`src/rtl/prng_pkg.sv`:
```
// Shared types and defaults for the PRNG word packer slice.
// Optional feature macro used by the top: PRNG_HEALTH_EN.
package prng_pkg;

   localparam int WORD_BYTES_DEF = 4;
   localparam int FIFO_DEPTH_DEF = 4;
   localparam int REP_LIMIT_DEF  = 8;
   localparam int DROP_CNT_W     = 8;

   typedef logic [7:0] byte_t;

   function automatic logic [DROP_CNT_W-1:0] sat_inc(input logic [DROP_CNT_W-1:0] v);
      return (v == {DROP_CNT_W{1'b1}}) ? v : v + {{(DROP_CNT_W-1){1'b0}}, 1'b1};
   endfunction

endpackage

```
`src/rtl/prng_word_fifo.sv`:
```
// Synchronous first-word-fall-through FIFO with registered head, valid and fill.
// The head register holds its last value when the FIFO runs empty.
module prng_word_fifo #(
   parameter  int W     = 32,
   parameter  int DEPTH = 4,
   localparam int PW    = $clog2(DEPTH),
   localparam int CW    = PW + 1
) (
   input  logic          clk,
   input  logic          rst,
   input  logic          flush,
   input  logic          push,
   input  logic [W-1:0]  wdata,
   input  logic          pop,
   output logic          full,
   output logic          empty,
   output logic [CW-1:0] fill,
   output logic          head_valid,
   output logic [W-1:0]  head_data
);

   logic [W-1:0]  mem_q [DEPTH];
   logic [PW-1:0] wr_q, wr_d, rd_q, rd_d, rd_nxt_s;
   logic [CW-1:0] cnt_q, cnt_d;
   logic [W-1:0]  head_q, head_d;
   logic          vld_q, vld_d;
   logic          do_push_s, do_pop_s;

   assign full       = (cnt_q == CW'(DEPTH));
   assign empty      = (cnt_q == {CW{1'b0}});
   assign fill       = cnt_q;
   assign head_valid = vld_q;
   assign head_data  = head_q;

   // A full FIFO still accepts a push when the head leaves in the same cycle.
   assign do_pop_s  = pop & ~empty & ~flush;
   assign do_push_s = push & (~full | do_pop_s) & ~flush;
   assign rd_nxt_s  = rd_q + 1'b1;

   always_comb begin
      wr_d   = wr_q;
      rd_d   = rd_q;
      cnt_d  = cnt_q;
      head_d = head_q;
      if (flush) begin
         wr_d  = {PW{1'b0}};
         rd_d  = {PW{1'b0}};
         cnt_d = {CW{1'b0}};
      end else begin
         if (do_push_s) wr_d = wr_q + 1'b1;
         else           wr_d = wr_q;
         if (do_pop_s)  rd_d = rd_nxt_s;
         else           rd_d = rd_q;
         case ({do_push_s, do_pop_s})
            2'b10:   cnt_d = cnt_q + 1'b1;
            2'b01:   cnt_d = cnt_q - 1'b1;
            default: cnt_d = cnt_q;
         endcase
         // The next head is either the incoming word (FIFO drains to it) or a stored entry.
         if (cnt_d == {CW{1'b0}})                        head_d = head_q;
         else if (empty || (do_pop_s && cnt_q == CW'(1))) head_d = wdata;
         else if (do_pop_s)                              head_d = mem_q[rd_nxt_s];
         else                                            head_d = mem_q[rd_q];
      end
      vld_d = (cnt_d != {CW{1'b0}});
   end

   always_ff @(posedge clk) begin
      if (rst) begin
         wr_q   <= {PW{1'b0}};
         rd_q   <= {PW{1'b0}};
         cnt_q  <= {CW{1'b0}};
         head_q <= {W{1'b0}};
         vld_q  <= 1'b0;
      end else begin
         wr_q   <= wr_d;
         rd_q   <= rd_d;
         cnt_q  <= cnt_d;
         head_q <= head_d;
         vld_q  <= vld_d;
      end
   end

   always_ff @(posedge clk) begin
      if (do_push_s) mem_q[wr_q] <= wdata;
   end

endmodule

```
`src/rtl/prng_word_packer.sv`:
```
// Packs PRNG bytes little-endian into words, buffers them and counts overflow drops.
// Define PRNG_HEALTH_EN to add the sticky repetition-count health test.
module prng_word_packer
   import prng_pkg::*;
#(
   parameter  int WORD_BYTES = WORD_BYTES_DEF,
   parameter  int FIFO_DEPTH = FIFO_DEPTH_DEF,
   parameter  int REP_LIMIT  = REP_LIMIT_DEF,
   localparam int WORD_W     = 8 * WORD_BYTES,
   localparam int FILL_W     = $clog2(FIFO_DEPTH) + 1,
   localparam int IDX_W      = $clog2(WORD_BYTES)
) (
   input  logic                  clk,
   input  logic                  rst,
   input  logic                  flush,
   input  logic                  in_valid,
   input  logic [7:0]            byte_in,
   output logic                  out_valid,
   output logic [WORD_W-1:0]     out_data,
   input  logic                  out_ready,
   output logic [FILL_W-1:0]     fill,
   output logic [DROP_CNT_W-1:0] drop_cnt,
   output logic                  overflow,
   output logic                  health_fail
);

   logic [IDX_W-1:0]      idx_q, idx_d;
   logic [WORD_W-1:0]     word_q, word_d, word_asm_s;
   logic [DROP_CNT_W-1:0] drop_q, drop_d;
   logic                  ovf_q, ovf_d;
   logic                  accept_s, last_s, push_s, drop_s, block_s;
   logic                  full_s, empty_s;

   assign last_s   = (idx_q == IDX_W'(WORD_BYTES - 1));
   assign accept_s = in_valid & ~flush & ~block_s;
   assign push_s   = accept_s & last_s;
   assign drop_s   = push_s & full_s & ~(out_ready & ~empty_s);

   always_comb begin
      word_asm_s = word_q;
      word_asm_s[8*idx_q +: 8] = byte_in;
      idx_d  = idx_q;
      word_d = word_q;
      if (flush) begin
         idx_d  = {IDX_W{1'b0}};
         word_d = {WORD_W{1'b0}};
      end else if (accept_s && last_s) begin
         idx_d  = {IDX_W{1'b0}};
         word_d = {WORD_W{1'b0}};
      end else if (accept_s) begin
         idx_d  = idx_q + 1'b1;
         word_d = word_asm_s;
      end else begin
         idx_d  = idx_q;
         word_d = word_q;
      end
      if (drop_s) begin
         drop_d = sat_inc(drop_q);
         ovf_d  = 1'b1;
      end else begin
         drop_d = drop_q;
         ovf_d  = ovf_q;
      end
   end

   always_ff @(posedge clk) begin
      if (rst) begin
         idx_q  <= {IDX_W{1'b0}};
         word_q <= {WORD_W{1'b0}};
         drop_q <= {DROP_CNT_W{1'b0}};
         ovf_q  <= 1'b0;
      end else begin
         idx_q  <= idx_d;
         word_q <= word_d;
         drop_q <= drop_d;
         ovf_q  <= ovf_d;
      end
   end

   assign drop_cnt = drop_q;
   assign overflow = ovf_q;

`ifdef PRNG_HEALTH_EN
   logic [7:0] rep_q, rep_d;
   byte_t      last_byte_q, last_byte_d;
   logic       hf_q, hf_d;

   // Bytes arriving after the trip are discarded, so the counter freezes with the flag.
   always_comb begin
      rep_d       = rep_q;
      last_byte_d = last_byte_q;
      hf_d        = hf_q;
      if (in_valid && !flush && !hf_q) begin
         if (rep_q != 8'd0 && byte_in == last_byte_q) rep_d = rep_q + 8'd1;
         else                                         rep_d = 8'd1;
         last_byte_d = byte_in;
         hf_d        = (rep_d >= 8'(REP_LIMIT));
      end else begin
         rep_d = rep_q;
      end
   end

   always_ff @(posedge clk) begin
      if (rst) begin
         rep_q       <= 8'd0;
         last_byte_q <= 8'd0;
         hf_q        <= 1'b0;
      end else begin
         rep_q       <= rep_d;
         last_byte_q <= last_byte_d;
         hf_q        <= hf_d;
      end
   end

   assign block_s     = hf_q;
   assign health_fail = hf_q;
`else
   assign block_s     = 1'b0;
   assign health_fail = 1'b0;
`endif

   prng_word_fifo #(
      .W     (WORD_W),
      .DEPTH (FIFO_DEPTH)
   ) u_fifo (
      .clk        (clk),
      .rst        (rst),
      .flush      (flush),
      .push       (push_s),
      .wdata      (word_asm_s),
      .pop        (out_ready),
      .full       (full_s),
      .empty      (empty_s),
      .fill       (fill),
      .head_valid (out_valid),
      .head_data  (out_data)
   );

endmodule

```
`config.mk`:
```
export PLATFORM = sky130hd
export DESIGN_NAME = prng_word_packer
export DESIGN_NICKNAME = d
export VERILOG_FILES = /design/src/rtl/prng_pkg.sv /design/src/rtl/prng_word_fifo.sv /design/src/rtl/prng_word_packer.sv
export SDC_FILE = /design/constraint.sdc
export NUM_CORES = 1
export LEC_CHECK = 0
export CAP_MARGIN = 15
export CORE_UTILIZATION = 60
export CTS_CLUSTER_SIZE = 20
export DETAILED_ROUTE_END_ITERATION = 8
export HOLD_SLACK_MARGIN = 0.05
export PLACE_DENSITY = 0.89
export SYNTH_ARGS = -nofsm -noshare
export SYNTH_HDL_FRONTEND = slang
export SYNTH_SLANG_ARGS = --single-unit
```
`constraint.sdc`:
```
create_clock -name clk -period 3.95 [get_ports clk]
set_input_delay 0.395 -clock clk [delete_from_list [all_inputs] [get_ports clk]]
set_output_delay 0.395 -clock clk [all_outputs]
set_load 0.05 [all_outputs]
```
==> results by group, run 1 <==
Timing
  – Max Fclk: 0.307 GHz
  – Worst slew pin tran: 1.11 ns
  – Period utilization: 0.824
  – Final Setup Violations: 0
  – Final-report hold violation count: 0
  – Slew Limit Fails: 0
  – Tmin final: 3.25 ns
  – Unrepaired setup endpoints after global routing: false
  – Clk_skew: 0.0138 ns
  – Setup TNS: 0 ns
  – Slew HR: 0.259

Clocking
  – Sink Count: 213
  – CTS tree: done
  – Root buf cell: clkbuf_16
  – Total CTS buffers: 22
  – CTS clk-pin slew, worst paths: 0.07 ns
  – H-Tree Level Count: 1
  – Max clock buf depth: 3
  – CTS Hold Bufs: 0
  – Resize count post-CTS: 0
  – Setup Fix Bufs, Post-CTS: 0
  – Clk_lat worst skew: 0.51 ns

Logic synthesis
  – Commonest cells post-synth: edfxtp_1 (128), dfxtp_1 (85), mux4_2 (60), nor2b_1 (49), and3_1 (48)
  – Mapped Cells: 735
  – Sequential area share after synthesis: 0.557
  – Synth unique cells: 48
  – Area share of the largest cell type after synthesis: 0.386
  – Syn avg cell area: 13.5 um^2
  – Top cell type by total area after synthesis: edfxtp_1
  – Count leader, synth: edfxtp_1
  – Syn nets: 764
  – Synthesis warning total: 0
  – Most used DFF post-synth: edfxtp_1
  – Number of synthesized flops with an enable pin: 128
  – Top cells by area, synth: edfxtp_1 (39%), dfxtp_1 (17%), mux4_2 (14%), a32o_1 (3.2%), nor2b_1 (3.1%)
  – Synthesized flop and latch total: 213
  – Mapped cell area: 9950 um^2
  – Post-synth ARST share: 0

Hold path
  – HP Start: u_fifo.head_data[16]
  – Worst hold path type: flop to flop
  – Hold Crit Depth: 1

Power
  – Psw: 932 uW
  – Switching fraction of total power: 0.208
  – Register share of total power: 0.527
  – Pwr Density: 395 nW/um^2
  – Logic pwr share: 0.030
  – Internal: 3540 uW
  – Share of power burned in the clock network: 0.443
  – Peak VDD IR: 411 uV
  – Leak pwr: 0.00435 uW

Critical path
  – Critical path startpoint: u_fifo.fill[0]
  – Reg-to-Reg End: u_fifo.head_data[23]
  – Setup CP Type: flop to flop
  – Path depth of the worst reg2reg path: 10
  – Nature of the critical path startpoint: flop
  – CP Data Required Time: 4.39 ns
  – Crit Path Max Fanout: 32
  – CP endpoint: u_fifo.head_data[23]
  – Reg-to-Reg Start: u_fifo.fill[0]
  – Critical Path End Type: flop
  – Crit path DAT: 3.69 ns
  – R2r setup slk: 0.70 ns

Flow run
  – # Max-Cap Violations: 0

Global routing
  – Grt ovf: 0
  – Initial antenna violation count: 0
  – Vias in the first global route: 6656
  – Global-route wire length before repair: 35400 um
  – GRT Overall Usage: 0.278
  – Largest net degree at the start of global routing: 52

Placement
  – Placer Congestion: 0.857
  – PortBufs: 57
  – Cell area after placement: 10600 um^2
  – DP Wirelength: 13800 um

Detailed routing
  – Detailed-route via count: 6697
  – Initial DRC count: 653
  – DRC: 1
  – Drt pass-1 iters: 7
  – Detailed-route wire length: 22900 um
  – Post-DR vias/cell: 6.66
  – Avg WL per Cell: 22.8 um
  – Antenna-violating nets left: 0

Finish
  – Post-route cell area: 11300 um^2
  – Share of cells above drive strength 1: 0.166
  – Area Growth Syn to Fin: 13.8%
  – Nets@finish: 803
  – Filler cells: 1007
  – Antenna Cells: 0

Die
  – I/O pins: 59
  – Core footprint: 16100 um^2
  – FP Rows: 46
  – Initial core utilization: 0.620
  – Die Span Y: 131 um
  – Die W: 131 um
  – Die area: 17100 um^2

Outcome
  – Failing checks: DRC
  – Status: finished, violations left
-- power groups by stage --
stage	Sequential, uW	Combinational, uW	Clock, uW
finish	2360	135	1980
global route	2360	146	2080
CTS	2360	130	1990
detailed placement	2410	129	0
global placement	2410	121	0
floorplan	2400	84.8	0
-- layout make-up --
class                   instances  area [um^2]  area share
flip-flops and latches        213         5550       0.490
clock inverters                12         85.1     0.00752
clock buffers                  28          604      0.0534
well taps                     216          270      0.0239
inverters                      37          139      0.0123
multi-input cells             428         3980       0.351
repair buffers                 72          693      0.0612
-- metrics by stage --
step	cells	hold slack (ns)	total power, uW	worst slack [ns]	util
final	1006	0.470	4470	0.696	0.705
after global routing	1006	0.488	4580	0.538	0.705
after CTS	1005	0.474	4480	0.770	0.705
after detailed placement	965	0.458	2540	0.523	0.662
after global placement	965	0.454	2530	0.632	0.662
after floorplan	735	0.444	2490	0.831	-
-- worst max-delay path, stage by stage, from the launching register on --
cell and delay [ns]:
dfxtp_1 0.45, inv_1 0.12, ha_1 0.26, nand3b_1 0.23
nand2_1 0.16, ha_1 0.47, or3b_2 0.47, o311ai_1 0.15
a41o_1 0.25, buf_4 0.39, a32o_1 0.20
-- state kept, by name, summed over array words and instances (netlist names), named ones only --
signal	flops
overflow	1
idx_q	2
word_q	32
u_fifo.mem_q	128
u_fifo.wr_q	2
u_fifo.rd_q	2
u_fifo.head_data	32
drop_cnt	8
u_fifo.head_valid	1
u_fifo.fill	3
-- how the worst min path moves through the flow --
stage	to	slack (ns)
floorplan	word_q[24]	0.44
detailed placement	u_fifo.head_data[16]	0.46
global placement	u_fifo.head_data[17]	0.45
CTS	u_fifo.head_data[16]	0.47
global route	word_q[29]	0.49
finish	u_fifo.head_data[16]	0.47
-- cell families after synthesis --
kind of cell / after synthesis / synth area share
mux: 68 / 0.151
compound gates: 141 / 0.115
buf+inv: 94 / 0.0449
xor+xnor: 6 / 0.00528
fa+ha+maj: 16 / 0.0201
flops: 213 / 0.557
other cells: 1 / 0.000377
simple gates: 196 / 0.107
-- routing by layer --
metal,track usage,wire [um],vias up
met5,0,0,-
met3,0.0419,1900,60
met4,0.102,650,0
met2,0.473,11600,377
li1,-,-,2917
met1,0.364,8830,3343
-- placed cells by master (no fill, tap or decap), types with 2 or more instances in the layout --
cell,instances
a211o_1,32
a211oi_1,25
a21oi_1,16
a31o_2,10
a31oi_1,16
a32o_1,32
and2_1,3
and3_1,48
and3b_1,2
buf_4,13
clkbuf_1,4
clkbuf_16,23
clkdlybuf4s50_1,57
clkinv_1,4
clkinv_2,5
clkinvlp_4,2
dfxtp_1,81
dfxtp_2,4
edfxtp_1,128
ha_1,16
inv_1,36
mux2_2,3
mux4_1,4
mux4_2,60
nand2_1,31
nand2b_1,9
nand3b_1,3
nand4_1,2
nor2_1,42
nor2b_1,48
o31ai_1,2
or3_1,2
xnor2_1,4
xor2_1,2
(Power assumes the default switching activity.)
==> run 2, diff against run 1 <==
--- a/config.mk
+++ b/config.mk
@@ -6,11 +6,11 @@
 export NUM_CORES = 1
 export LEC_CHECK = 0
 export CAP_MARGIN = 15
-export CORE_UTILIZATION = 60
+export CORE_UTILIZATION = 54
 export CTS_CLUSTER_SIZE = 20
 export DETAILED_ROUTE_END_ITERATION = 8
 export HOLD_SLACK_MARGIN = 0.05
-export PLACE_DENSITY = 0.89
+export PLACE_DENSITY = 0.85
 export SYNTH_ARGS = -nofsm -noshare
 export SYNTH_HDL_FRONTEND = slang
 export SYNTH_SLANG_ARGS = --single-unit
==> constraint.sdc (replaced) <==
create_clock -name clk -period 2.99 [get_ports clk]
set_input_delay 0.299 -clock clk [delete_from_list [all_inputs] [get_ports clk]]
set_output_delay 0.299 -clock clk [all_outputs]
set_load 0.05 [all_outputs]
==> run 2 against run 1 <==
  * The flow now finishes without violations
  * Sequential power increased by 32%
  * Maximum frequency up 15%
  * Clock power is 24% higher
  * Die area grew 11%
  * Critical endpoint is now u_fifo.head_data[22]
==> results by group, run 2 (same netlist as run 1, synthesis figures left out) <==
Timing
  – Tmin final: 2.82 ns (-0.432 ns)
  – Unrepaired setup endpoints after global routing: false
  – Max Fclk: 0.354 GHz (+15%)
  – Clk_skew: 0.0293 ns (+0.0155 ns)
  – Worst slew pin tran: 1.10 ns (-0.00959 ns)
  – Slew HR: 0.257 (-0.00204)
  – Setup TNS: 0 ns (unchanged)
  – Period utilization: 0.944 (+0.120)
  – Final-report hold violation count: 0 (unchanged)
  – Slew Limit Fails: 0 (unchanged)
  – Final Setup Violations: 0 (unchanged)

Critical path
  – Crit Path Max Fanout: 19 (-41%)
  – Nature of the critical path startpoint: flop
  – Critical Path End Type: flop
  – Setup CP Type: flop to flop
  – Reg-to-Reg Start: u_fifo.fill[0]
  – CP Data Required Time: 3.38 ns (-1.01 ns)
  – R2r setup slk: 0.17 ns (-0.53 ns)
  – Crit path DAT: 3.22 ns (-0.47 ns)
  – Reg-to-Reg End: u_fifo.head_data[22]
  – CP endpoint: u_fifo.head_data[22]
  – Path depth of the worst reg2reg path: 10 (unchanged)
  – Critical path startpoint: u_fifo.fill[0]

Flow run
  – # Max-Cap Violations: 0 (unchanged)

Clocking
  – CTS clk-pin slew, worst paths: 0.06 ns (about the same)
  – CTS tree: done
  – Total CTS buffers: 22 (unchanged)
  – Clk_lat worst skew: 0.52 ns (about the same)
  – Root buf cell: clkbuf_16
  – Max clock buf depth: 3 (unchanged)
  – H-Tree Level Count: 1 (unchanged)
  – Sink Count: 213 (unchanged)

Die
  – I/O pins: 59 (unchanged)
  – Core footprint: 18000 um^2 (+12%)
  – FP Rows: 49 (+6.5%)
  – Die Span Y: 138 um (+5.3%)
  – Die area: 19000 um^2 (+11%)
  – Die W: 138 um (+5.3%)
  – Initial core utilization: 0.552 (-0.0676)

Hold path
  – Worst hold path type: flop to flop
  – HP Start: u_fifo.head_data[19]

Detailed routing
  – Avg WL per Cell: 22.5 um (-1.1%)
  – Post-DR vias/cell: 6.43 (-3.4%)
  – DRC: 0 (-1)
  – Detailed-route wire length: 23300 um (+1.7%)
  – Detailed-route via count: 6658 (-0.58%)
  – Initial DRC count: 604 (-7.5%)
  – Drt pass-1 iters: 5 (-2)
  – Antenna-violating nets left: 0 (unchanged)

Global routing
  – Largest net degree at the start of global routing: 65 (+25%)
  – Initial antenna violation count: 0 (unchanged)
  – GRT Overall Usage: 0.259 (-0.0193)
  – Grt ovf: 0 (unchanged)
  – Vias in the first global route: 6769 (+1.7%)
  – Global-route wire length before repair: 36700 um (+3.6%)

Placement
  – PortBufs: 57 (unchanged)
  – Placer Congestion: 0.841 (-1.9%)
  – DP Wirelength: 14100 um (+2.4%)

Power
  – Pwr Density: 501 nW/um^2 (+27%)
  – Peak VDD IR: 419 uV (+2.0%)
  – Power consumption: 5760 uW (+29%)
  – Leak pwr: 0.00442 uW (+1.5%)

Finish
  – Max reg flops: 128 (unchanged)
  – Largest reg by FF count: u_fifo.mem_q
  – Most frequent cells in the layout: edfxtp_1 (128), dfxtp_1 (81), mux4_2 (60)
  – Commonest non-fill, non-tap cell in the layout: edfxtp_1
  – Share of cells above drive strength 1: 0.179 (+0.0128)
  – Antenna Cells: 0 (unchanged)
  – Area Growth Syn to Fin: 15.5%
  – Nets@finish: 819 (+2.0%)

Outcome
  – Status: finished clean
## run 2: cell types whose count changed in the layout (fill, tap and decap cells not counted), moves of 2 or more
cell      delta
buf_4       +12
clkinv_1     -2
clkinv_2     -2
clkbuf_1     +7
buf_12       +5
## run 2: worst min-delay path by stage
stage	endpoint	cells after the start	slack, ns
floorplan	word_q[24]	1	0.44
global placement	u_fifo.head_data[28]	1	0.45
detailed placement	u_fifo.head_data[19]	1	0.46
CTS	u_fifo.head_data[19]	1	0.47
global route	word_q[24]	1	0.49
finish	u_fifo.head_data[19]	1	0.47
## run 2: worst max-delay path, cell delays in order (launching register included)
cell and delay (ns):
dfxtp_2 0.38, inv_1 0.10, ha_1 0.25, nand3b_1 0.13
nand2_1 0.12, ha_1 0.46, or3b_2 0.49, o311ai_2 0.13
a31oi_4 0.20, buf_12 0.20, a32o_1 0.23
## run 2: metrics by stage
stage | cell area [um^2] | hold slack (ns) | util | cells | setup slack [ns]
2_1_floorplan | 9950 | 0.444 | - | 735 | 0.0938
3_3_place_gp | 10800 | 0.450 | 0.601 | 995 | 0.0763
3_5_place_dp | 10800 | 0.455 | 0.601 | 995 | 0.0370
4_1_cts | 11500 | 0.469 | 0.637 | 1035 | 0.0597
5_1_grt | 11500 | 0.486 | 0.637 | 1035 | 0.0203
6_report | 11500 | 0.465 | 0.637 | 1035 | 0.167
## run 2: power breakdown
group | total, uW | switching, uW | leakage [uW] | internal (uW)
registers | 3120 | 5.37 | 0.00200 | 3110
logic | 190 | 130 | 0.00212 | 59.4
clock network | 2450 | 1080 | 0.000306 | 1370
## run 2: cell type report
cell class                      count  area (um^2)
Multi-Input combinational cell    428         4000
Fill cell                        1268         6540
Sequential cell                   213         5550
Clock buffer                       33          592
Tap cell                          229          287
Clock inverter                      7         46.3
Inverter                           37          139
Timing Repair Buffer               88          878
## run 2: layer usage
metal / routed length [um] / part of all wire / vias up / GRT usage
li1: - / - / 2967 / -
met1: 9000 / 0.39 / 3346 / 0.321
met2: 11900 / 0.51 / 291 / 0.439
met3: 1760 / 0.075 / 54 / 0.0460
met4: 652 / 0.028 / 0 / 0.120
met5: 0 / 0 / - / 0
## run 2: timing repair
item | 4_1_cts | 5_1_grt
setup endpoints to repair | 0 | 32
hold buffers | 0 | 0
resized for setup | 0 | 2
setup buffers | 0 | 0
==> variant (settings of run 2) <==
Set the package constant `FIFO_DEPTH_DEF` to 8 (it was 4).
--- a/src/rtl/prng_pkg.sv
+++ b/src/rtl/prng_pkg.sv
@@ -3,7 +3,7 @@
 package prng_pkg;
 
    localparam int WORD_BYTES_DEF = 4;
-   localparam int FIFO_DEPTH_DEF = 4;
+   localparam int FIFO_DEPTH_DEF = 8;
    localparam int REP_LIMIT_DEF  = 8;
    localparam int DROP_CNT_W     = 8;
 
Ports: changed (resized fill); port bits go from 59 to 60. The function was not compared with the original's and may differ.
==> variant against run 2 <==
- count of clock-buffer cells in the layout up 25
- design area up 62%
- synthesized area is 59% higher
- non-clock buffer count increased by 38
- hold slack worse by 14 ps
- total power rose by 72%
- setup slack lost 110 ps
- sequential cell count grew 132
- wire length is 78% higher
- cell count is 55% higher
- sequential share of layout area rose by 2.6 points
- largest power group unchanged
==> variant: results (changes against run 2) <==
status=finished, final reports clean; clock-pin slew of the registers on the worst-case setup and hold paths=60 ps (about the same); drt drc=0 (unchanged); vias in the first global route=10856 (+60%); layout cell share with drive strength beyond 1=0.231 (+0.0527); clock power share=0.457 (+0.031); top post-synthesis cells by area=edfxtp_1, mux4_2, dfxtp_1, nor2_1, mux2i_1; number of synthesized flops with an enable pin=256 (+100%); Min Hold Slack=451 ps (-14.1 ps); non-filler cells, final=1603 (+55%); Post-CTS Resized=2 (+2); GR Util met2=0.446 (+0.00682); Setup Skew=21.0 ps (-8.29 ps); GRT Util Overall=0.274 (+0.0152); synthesized area per cell=14.3 um^2 (+5.6%); Netlist cell types=53 (+10%); Worst Min Path Start=overflow; IR drop worst, VDD=0.510 mV (+22%); buffering overhead=0.0685 (-0.00797); bufs w/o clock=126 (+43%); DRT iter0 DRCs=1460 (+140%); met3 WL=4.59 mm (+160%); H-tree depth=2 (+1); met3 global-route usage=0.0482 (+0.00216); M1 WL=15.0 mm (+67%); first-pass GRT wire length=62.6 mm (+71%); post-synthesis sequential area ratio=0.599 (+0.0421); Vias per Instance=6.71 (+4.3%); routability cong.=0.856 (+1.8%); DR WL met2=20.2 mm (+70%); met1 Use GR=0.362 (+0.0402); sequential cell area share=0.509 (+0.0257); Placed Instances=1531 (+54%); Logic inverters=27 (-27%); # nets final=1218 (+49%); CTS buffer count=36 (+64%); Area after DPL=17300 um^2 (+59%); number of port buffers=58 (+1.8%); multi-input gates=655 (+53%); LEAKAGE=5.93 nW (+34%); hold path depth=2 (+1); Critical Path End=u_fifo.head_data[10]; critical path peak fanout=12 (-7); Multi-input gate area=6090 um^2 (+52%); WL final=41.5 mm (+78%); Worst Hold End=overflow; Sw Ratio=0.202 (-0.00881); max reg flops=256 (+100%); # fillers=1899 (+50%); reg2reg path depth=12 (+2); CLK BUF=58 (+76%); internal power=0.00788 W (+73%); pre-CTS setup slack=-517 ps (-554 ps); crit path DAT=3340 ps (+120 ps); final setup margin=61.3 ps (-106 ps); combinational cell fraction of total power=0.023 (-0.010); largest net degree at the start of global routing=66 (+1.5%); hpwl dp=23.3 mm (+65%)
[variant: cell count changes after synthesis, sizes merged, moves of 12 or more]
cell	run 2	this run
a211o	32	1
a211oi	25	11
and3	48	0
clkbuf	37	52
edfxtp	128	256
mux2i	1	32
mux4	64	112
nand2	31	82
nand3	1	46
nor2	42	91
nor3	0	20
o21ai	1	13
o22ai	0	24
[variant: cell families after synthesis]
kind of cell               count (synthesis)  synth area share
AOI/OAI and AO/OA                        160            0.0763
xor gates and xnor gates                  14           0.00776
adders and majority gates                 14            0.0111
buffers and inverters                    106            0.0277
DFF                                      345             0.599
muxes                                    144             0.180
other                                      1          0.000237
and+or+nand+nor                          321            0.0975
[variant: critical path, cell delays in order (launching register included)]
cell and delay [ps]:
dfxtp_4 330, inv_1 110, ha_2 230, nand3b_1 160, o21bai_4 200, ha_2 350
nor3b_1 250, nand4_1 140, o311a_4 190, buf_4 170, a31o_4 280, clkbuf_16 200
a32o_1 220
